===== src/rtl/dut_nbit_addsub_if.sv =====
// Operand/result stream and register-port bundle for dut_nbit_addsub.
interface dut_nbit_addsub_if #(
  parameter int WIDTH = 16
);
  logic [WIDTH-1:0] Value_a;
  logic [WIDTH-1:0] Value_b;
  logic             Data_val;
  logic [WIDTH-1:0] Sum_result;
  logic             Sum_carry;
  logic             Data_ready;
  logic [2:0]       Des_address;
  logic [7:0]       Des_value;
  logic             Des_req_valid;
  logic             Des_wr_rd;
  logic [7:0]       Des_rd_value;

  modport master (
    output Value_a,
    output Value_b,
    output Data_val,
    input  Sum_result,
    input  Sum_carry,
    input  Data_ready,
    output Des_address,
    output Des_value,
    output Des_req_valid,
    output Des_wr_rd,
    input  Des_rd_value
  );

  modport slave (
    input  Value_a,
    input  Value_b,
    input  Data_val,
    output Sum_result,
    output Sum_carry,
    output Data_ready,
    input  Des_address,
    input  Des_value,
    input  Des_req_valid,
    input  Des_wr_rd,
    output Des_rd_value
  );
endinterface


===== src/rtl/dut_nbit_addsub.sv =====
// Segmented pipelined add/sub with saturate mode, sticky overflow and
// op/overflow counters behind an 8-bit register port.
module dut_nbit_addsub #(
  parameter int         WIDTH   = 16,
  parameter int         SEG_W   = 8,
  parameter logic [7:0] VERSION = 8'h02
) (
  input logic              clk,
  input logic              reset_n,
  dut_nbit_addsub_if.slave bus
);
  localparam int NSEG = WIDTH / SEG_W;

  typedef struct packed {
    logic             v;
    logic             sub;
    logic             sat;
    logic             cy;
    logic [WIDTH-1:0] r;
  } stg_t;

  logic             ctrl_en;
  logic             ctrl_sub;
  logic             ctrl_sat;
  stg_t             in_s;
  logic [WIDTH-1:0] in_b;

  // Subtract is A + ~B + 1: the +1 enters as carry-in of segment 0.
  always_comb begin
    in_s.v   = bus.Data_val & ctrl_en;
    in_s.sub = ctrl_sub;
    in_s.sat = ctrl_sat;
    in_s.cy  = ctrl_sub;
    in_s.r   = bus.Value_a;
    in_b     = ctrl_sub ? ~bus.Value_b : bus.Value_b;
  end

  for (genvar k = 0; k < NSEG; k++) begin : g_seg
    localparam int BW = WIDTH - k * SEG_W;

    stg_t           src;
    stg_t           nxt;
    stg_t           q;
    logic [BW-1:0]  b_src;
    logic [SEG_W:0] sum;

    if (k == 0) begin : g_in
      assign src   = in_s;
      assign b_src = in_b;
    end else begin : g_mid
      assign src   = g_seg[k-1].q;
      assign b_src = g_seg[k-1].g_b.b_q;
    end

    // r carries finished low segments and untouched high A segments.
    always_comb begin
      sum = {1'b0, src.r[k*SEG_W +: SEG_W]}
          + {1'b0, b_src[SEG_W-1:0]}
          + {{SEG_W{1'b0}}, src.cy};
      nxt = src;
      nxt.r[k*SEG_W +: SEG_W] = sum[SEG_W-1:0];
      nxt.cy = sum[SEG_W];
    end

    always_ff @(posedge clk or negedge reset_n) begin
      if (!reset_n) begin
        q <= '0;
      end else begin
        q.v <= src.v;
        if (src.v) q <= nxt;
      end
    end

    // Only the not-yet-consumed B segments travel on.
    if (k < NSEG - 1) begin : g_b
      logic [BW-SEG_W-1:0] b_q;

      always_ff @(posedge clk or negedge reset_n) begin
        if (!reset_n) begin
          b_q <= '0;
        end else if (src.v) begin
          b_q <= b_src[BW-1:SEG_W];
        end
      end
    end
  end

  stg_t             last;
  logic             ovf;
  logic [WIDTH-1:0] sum_q;
  logic             carry_q;
  logic             ready_q;
  logic             ovf_q;

  assign last = g_seg[NSEG-1].q;
  assign ovf  = last.sub ? ~last.cy : last.cy;

  always_ff @(posedge clk or negedge reset_n) begin
    if (!reset_n) begin
      sum_q   <= '0;
      carry_q <= 1'b0;
      ready_q <= 1'b0;
      ovf_q   <= 1'b0;
    end else begin
      ready_q <= last.v;
      ovf_q   <= last.v & ovf;
      if (last.v) begin
        carry_q <= last.cy;
        sum_q   <= (last.sat && ovf) ? {WIDTH{~last.sub}}
                                     : last.r;
      end
    end
  end

  assign bus.Sum_result = sum_q;
  assign bus.Sum_carry  = carry_q;
  assign bus.Data_ready = ready_q;

  logic        wr_en;
  logic        rd_en;
  logic        clr;
  logic        ovf_evt;
  logic        sticky;
  logic [15:0] opcnt;
  logic [7:0]  ovfcnt;
  logic [7:0]  shadow;
  logic [7:0]  rd_mux;
  logic [7:0]  rd_q;

  assign wr_en   = bus.Des_req_valid & bus.Des_wr_rd;
  assign rd_en   = bus.Des_req_valid & ~bus.Des_wr_rd;
  assign clr     = wr_en && (bus.Des_address == 3'd0)
                && bus.Des_value[3];
  assign ovf_evt = ready_q & ovf_q;

  // A new overflow beats W1C; clr beats any same-cycle increment.
  always_ff @(posedge clk or negedge reset_n) begin
    if (!reset_n) begin
      ctrl_en  <= 1'b1;
      ctrl_sub <= 1'b0;
      ctrl_sat <= 1'b0;
      sticky   <= 1'b0;
      opcnt    <= '0;
      ovfcnt   <= '0;
      shadow   <= '0;
    end else begin
      if (wr_en && bus.Des_address == 3'd0) begin
        ctrl_en  <= bus.Des_value[0];
        ctrl_sub <= bus.Des_value[1];
        ctrl_sat <= bus.Des_value[2];
      end
      if (ovf_evt) begin
        sticky <= 1'b1;
      end else if (wr_en && bus.Des_address == 3'd1
                   && bus.Des_value[0]) begin
        sticky <= 1'b0;
      end
      if (clr) begin
        opcnt  <= '0;
        ovfcnt <= '0;
        shadow <= '0;
      end else begin
        if (ready_q && opcnt != 16'hFFFF) begin
          opcnt <= opcnt + 16'd1;
        end
        if (ovf_evt && ovfcnt != 8'hFF) begin
          ovfcnt <= ovfcnt + 8'd1;
        end
        if (rd_en && bus.Des_address == 3'd2) begin
          shadow <= opcnt[15:8];
        end
      end
    end
  end

  always_comb begin
    rd_mux = '0;
    unique case (bus.Des_address)
      3'd0:    rd_mux = {5'b0, ctrl_sat, ctrl_sub, ctrl_en};
      3'd1:    rd_mux = {7'b0, sticky};
      3'd2:    rd_mux = opcnt[7:0];
      3'd3:    rd_mux = shadow;
      3'd4:    rd_mux = ovfcnt;
      3'd5:    rd_mux = VERSION;
      default: rd_mux = '0;
    endcase
  end

  always_ff @(posedge clk or negedge reset_n) begin
    if (!reset_n) begin
      rd_q <= '0;
    end else if (rd_en) begin
      rd_q <= rd_mux;
    end
  end

  assign bus.Des_rd_value = rd_q;
endmodule


===== src/flat_wrapper.sv =====
// flat-port wrapper written by rule: the top's interface ports become plain ports
module dut_nbit_addsub_flat 
#(
  parameter int         WIDTH   = 16,
  parameter int         SEG_W   = 8,
  parameter logic [7:0] VERSION = 8'h02
)
  (clk, reset_n, bus_Value_a, bus_Value_b, bus_Data_val, bus_Sum_result, bus_Sum_carry, bus_Data_ready, bus_Des_address, bus_Des_value, bus_Des_req_valid, bus_Des_wr_rd, bus_Des_rd_value);
  dut_nbit_addsub_if #(.WIDTH(WIDTH)) bus_i ();
  input logic clk;
  input logic reset_n;
  input wire logic [$bits(bus_i.Value_a)-1:0] bus_Value_a;
  input wire logic [$bits(bus_i.Value_b)-1:0] bus_Value_b;
  input wire logic [$bits(bus_i.Data_val)-1:0] bus_Data_val;
  output wire logic [$bits(bus_i.Sum_result)-1:0] bus_Sum_result;
  output wire logic [$bits(bus_i.Sum_carry)-1:0] bus_Sum_carry;
  output wire logic [$bits(bus_i.Data_ready)-1:0] bus_Data_ready;
  input wire logic [$bits(bus_i.Des_address)-1:0] bus_Des_address;
  input wire logic [$bits(bus_i.Des_value)-1:0] bus_Des_value;
  input wire logic [$bits(bus_i.Des_req_valid)-1:0] bus_Des_req_valid;
  input wire logic [$bits(bus_i.Des_wr_rd)-1:0] bus_Des_wr_rd;
  output wire logic [$bits(bus_i.Des_rd_value)-1:0] bus_Des_rd_value;
  assign bus_i.Value_a = bus_Value_a;
  assign bus_i.Value_b = bus_Value_b;
  assign bus_i.Data_val = bus_Data_val;
  assign bus_Sum_result = bus_i.Sum_result;
  assign bus_Sum_carry = bus_i.Sum_carry;
  assign bus_Data_ready = bus_i.Data_ready;
  assign bus_i.Des_address = bus_Des_address;
  assign bus_i.Des_value = bus_Des_value;
  assign bus_i.Des_req_valid = bus_Des_req_valid;
  assign bus_i.Des_wr_rd = bus_Des_wr_rd;
  assign bus_Des_rd_value = bus_i.Des_rd_value;
  dut_nbit_addsub #(.WIDTH(WIDTH), .SEG_W(SEG_W), .VERSION(VERSION)) u_core (.clk(clk), .reset_n(reset_n), .bus(bus_i));
endmodule

===== config.mk =====
export PLATFORM = sky130hd
export DESIGN_NAME = dut_nbit_addsub_flat
export DESIGN_NICKNAME = d
export VERILOG_FILES = /design/src/rtl/dut_nbit_addsub_if.sv /design/src/rtl/dut_nbit_addsub.sv /design/src/flat_wrapper.sv
export SDC_FILE = /design/constraint.sdc
export NUM_CORES = 1
export LEC_CHECK = 0
export BUFFER_PORTS_ARGS = -buffer_cell sky130_fd_sc_hd__buf_2
export CORE_UTILIZATION = 35
export CTS_CLUSTER_SIZE = 14
export DETAILED_ROUTE_END_ITERATION = 7
export GPL_ROUTABILITY_DRIVEN = 0
export PLACE_DENSITY = 0.6
export RECOVER_POWER = 25
export SETUP_SLACK_MARGIN = 0.4
export SYNTH_ARGS = -nofsm -noshare
export SYNTH_HDL_FRONTEND = slang
export SYNTH_SLANG_ARGS = --single-unit

===== constraint.sdc =====
create_clock -name clk -period 2.95 [get_ports clk]
set_input_delay 0.295 -clock clk [delete_from_list [all_inputs] [get_ports clk]]
set_output_delay 0.295 -clock clk [all_outputs]
set_load 0.05 [all_outputs]

# Word level (Yosys, flattened, before mapping)

Index checks and enable logic that the tools add are counted.
Widths: inputs -> output; s select.

Logic and storage cells: 72
Output and inout port bits: 26
Flip-flop bits (word level): 111
Bits of input ports: 48

Add/sub/neg operators: 6
Bitwise logic cells: 9
Muxes and demuxes: 14
Eq/ne operators: 7
Reductions and logical operators: 13

Operator list:

| kind                  | number |
|---|---|
| $mux 16               | 4 |
| $pmux 8 s6            | 1 |
| $mux 20               | 2 |
| $mux 8                | 4 |
| $add 8x8->9           | 2 |
| $add 9x1->9           | 2 |
| $add 16x1->16 const B | 1 |
| $ne 16x16->1 const B  | 1 |
| $not 16->16           | 1 |
| $add 8x1->8 const B   | 1 |
| $logic_and 1x1->1     | 8 |
| $ne 8x8->1 const B    | 1 |
| $reduce_bool 2->1     | 4 |
| $eq 3x2->1 const B    | 2 |
| $eq 3x3->1 const B    | 2 |
| $and 1x1->1           | 5 |
| $eq 3x1->1 const B    | 1 |
| $logic_not 3->1       | 1 |
| $mux 1                | 3 |
| $not 1->1             | 3 |

# Logic depth before layout (Yosys ltp)

Depth after elaboration: 5
Depth in mapped cells: 10
Depth with buffers taken out: 8

# Worst setup path before layout

OpenSTA, ideal clock, no wires.

Kind: register -> register
From: register u_core.ctrl_sub
To: register u_core.g_seg[0].q[16] (netlist name)
Path slack: 0.785 ns
Stages on the path, launching flop included: 11
Buffers on the path: 2
Library setup time: 0.095 ns
Clock period less this slack: 2.165 ns
Data required time: 2.855 ns
Arrival: 2.069 ns
Cells stage by stage: dfrtp_1 -> buf_4 -> buf_2 -> xor2_1 -> inv_1 -> fa_1 -> nor2b_1 -> o21ai_0 -> a21oi_1 -> nor3_1 -> o31ai_1

Cells in the longest elaborated chain, start to end: 3

RTL lines:

| what                   | RTL line               | RTL |
|---|---|---|
| from (decl)            | dut_nbit_addsub.sv:23  | `logic ctrl_sub;` |
| from (signal assigned) | dut_nbit_addsub.sv:149 | `ctrl_sub <= bus.Des_value[1];` |
| $mux 16                | dut_nbit_addsub.sv:35  | `in_b = ctrl_sub ? ~bus.Value_b : bus.Value_b;` |
| $add 8x8->9            | dut_nbit_addsub.sv:58  | `+ {1'b0, b_src[SEG_W-1:0]}` |
| $add 9x1->9 (*)        | dut_nbit_addsub.sv:59  | `+ {{SEG_W{1'b0}}, src.cy};` |
| to (signal assigned)   | dut_nbit_addsub.sv:70  | `if (src.v) q <= nxt;` |
| to (decl)              | dut_nbit_addsub.sv:43  | `stg_t q;` |

Every way passes the cells marked *; elsewhere a longest branch is shown, timed or not.
A chain may end at the register's enable or synchronous reset.

==> impl_metrics.yaml <==
worst_setup_path:
  slowest_delay_ns: 0.79
  arrival_ns: 2.56
  crit_chain: "clkbuf_1 > clkinv_1 > nor3_1 > mux2i_1 > o2111ai_1"
  r2r_slack_ns: 0.64
  end_kind: "register"
  crit_fanout: 21
  cp.required_ns: 3.21
  slowest_stage: "clkbuf_1"
  crit_type: "reg2reg"
  start_kind: "register"
global_route:
  grtUsageTotal_pct: 15.1
  grt_pass1_wl_um: 19800
  grt_overflow: 0
  grt_pass1_vias: 4009
  antenna_found_initial: 0
  grt_max_degree: 48
sta:
  fin_setup_tns_ns: 0
  slew-limit-headroom_pct: 22.6
  hold_violations: 0
  fmax_ghz: 0.434
  fin_crit_ns: 2.31
  clock_skew_ns: 0.00858
  drv_slew: 0
  tightest_slew_ns: 1.16
  final.setup.worst_slack_ns: 0.645
  rsz0062_at_grt: "false"
  setup_viol: 0
  period_share_pct: 78.1
synth:
  ys_ff_latch: 111
  async_reset_ff_share_pct: 100
  yosysWarningCount: 0
  ys_types: 59
  synth_flop_cell: "dfrtp_1"
  synth.net_count: 622
  ys_seq_area_share_pct: 48.3
  synth_area_per_cell_um2: 10.4
  netlist_area_mm2: 0.00576
  synth_edf_count: 0
  postSynthCellCount: 554
cts:
  clock_sinks: 111
  numCtsBuffers: 9
  clkLatencyLatePin_ns: 0.35
  clockRootBuffer: "clkbuf_16"
  clkTransAtPathRegs_ns: 0.07
  h-tree-depth: 3
  cts_tree: "done"
  cts.path.max_buffers: 2
placed_design:
  dpl_cell_area_mm2: 0.00631
  dp_hpwl_um: 8740
  port-buffer-count: 69
  post-place-ws_ns: 0.691
drt:
  drt_wl_total_um: 11800
  drt_first_iter_violations: 225
  ant_nets: 0
  drc_errors: 0
  wl_per_cell_um: 14.1
  routed_via_density: 4.86
  first_pass_iters: 4
  vias: 4052
power:
  pwr-share-clk_pct: 17.1
  p_sw_share_pct: 41.1
  p_seq_share_pct: 42.3
  p_sw_uw: 2650
  comb_power_share_pct: 40.6
  peakVddDrop_mv: 0.402
  leakagePower_uw: 0.00291
  intPower_uw: 3800
  power.density_mw_per_mm2: 981
floorplanning:
  start_util_pct: 36.0
  die_h_um: 130
  core.rowCount: 46
  coreArea_mm2: 0.0160
  fp.dieW_um: 130
  ios: 74
  die_area_mm2: 0.0170
finish:
  fillers: 1615
  seq_area_mm2: 0.00278
  final_common_cell: "dfrtp_1"
  stdcell_area_mm2: 0.00657
  diodes: 0
  nets: 683
  drive_gt1_share_pct: 23.8
  mostFrequentLayoutCells: "dfrtp_1, buf_2, nor2_1, nand2_1, mux2_2"
  multi_input_area_mm2: 0.00281
  final_util_pct: 41.1
  area_delta_synth_final_pct: 14.1
status:
  status: "complete, no violations"
job:
  maxCapViolations: 0
worst_hold_path:
  hold_class: "in2reg"
## final timing paths
kind,cells after the start,endpoint,from
worst max-delay path,5,u_core.g_seg[1].q[15],u_core.g_seg[0].q[19]
worst min-delay path,3,u_core.g_seg[0].q[9],bus_Value_a[9]
worst max register to register,5,u_core.g_seg[1].q[15],u_core.g_seg[0].q[19]
worst min register to register,2,u_core.bus.Des_rd_value[6],u_core.bus.Des_rd_value[6]
max in group asynchronous,3,u_core.ctrl_en,reset_n
min in group asynchronous,2,u_core.ovfcnt[5],reset_n
## cell type report
type,count,area share [%]
multi-input combinational,402,42.7
sequential,111,42.3
timing repair buffer,77,6.13
tap,216,4.11
clock buffer,10,3.48
inverter,14,0.799
clock inverter,4,0.495
## power groups by stage
stage | clock network [uW] | registers (uW) | logic (uW)
global route | 1210 | 2830 | 2920
floorplan | 0 | 3010 | 1690
detailed placement | 0 | 2760 | 2630
global placement | 0 | 2730 | 2560
finish | 1110 | 2730 | 2620
CTS | 1150 | 2730 | 2650
## sequential cells by signal, summed over array words and instances, names as in the netlist
name	count
u_core.shadow	8
u_core.ctrl_sat	1
u_core.ctrl_en	1
u_core.ctrl_sub	1
u_core.bus.Des_rd_value	8
u_core.g_seg.g_b.b_q	8
u_core.sticky	1
u_core.ovf_q	1
u_core.opcnt	16
u_core.bus.Sum_result	16
u_core.bus.Sum_carry	1
u_core.g_seg.q	40
u_core.bus.Data_ready	1
u_core.ovfcnt	8
## cell families after synthesis
| kind of cell | count (synthesis) | synth area share [%] |
|---|---|---|
| muxes | 63 | 11.9 |
| AOI/OAI and AO/OA | 104 | 11.4 |
| and+or+nand+nor | 173 | 14.3 |
| xor gates and xnor gates | 42 | 6.39 |
| adders and majority gates | 20 | 4.74 |
| DFF | 111 | 48.3 |
| buffers and inverters | 41 | 3.04 |
## per-stage QoR
step                      cells  hold slack, ns  power (uW)
after global placement      819           0.337        5290
after global routing        834           0.152        6960
after CTS                   834           0.139        6530
after detailed placement    819           0.345        5400
after floorplan             554       -0.000591        4700
final                       834           0.150        6450
## cell usage after synthesis, drive strengths merged (14+ instances only)
cell type / n / area share [%]
dfrtp: 110 / 48
mux2: 44 / 8.6
xnor2: 25 / 3.8
nand2: 60 / 3.9
nor2: 66 / 4.3
xor2: 17 / 2.6
buf: 14 / 1.3
o21ai: 38 / 3.4
a21oi: 29 / 2.5
mux2i: 19 / 3.3
ha: 17 / 3.7
## critical path: cells and delay by family, from the launching register on
kind,cells,cell delay (ns)
simple gates,1,0.33
mux,1,0.13
buf+inv,2,1.32
flops,1,0.32
compound gates,1,0.11
## layer usage
layer  vias up  global-route usage (%)  routed length [um]
met1      1928                    19.6                5710
met3        11                    4.22                 514
met2        75                    24.5                5380
li1       2038                       -                   -
met4         0                    4.38                 160
met5         -                       0                   0
## repair_timing
action,CTS,global route
gates resized for setup,0,0
endpoints found under the hold margin,44,0
hold buffers,1,0
endpoints found under the setup margin,0,0
setup buffers,0,0
Power figures use the tool's default switching activity.
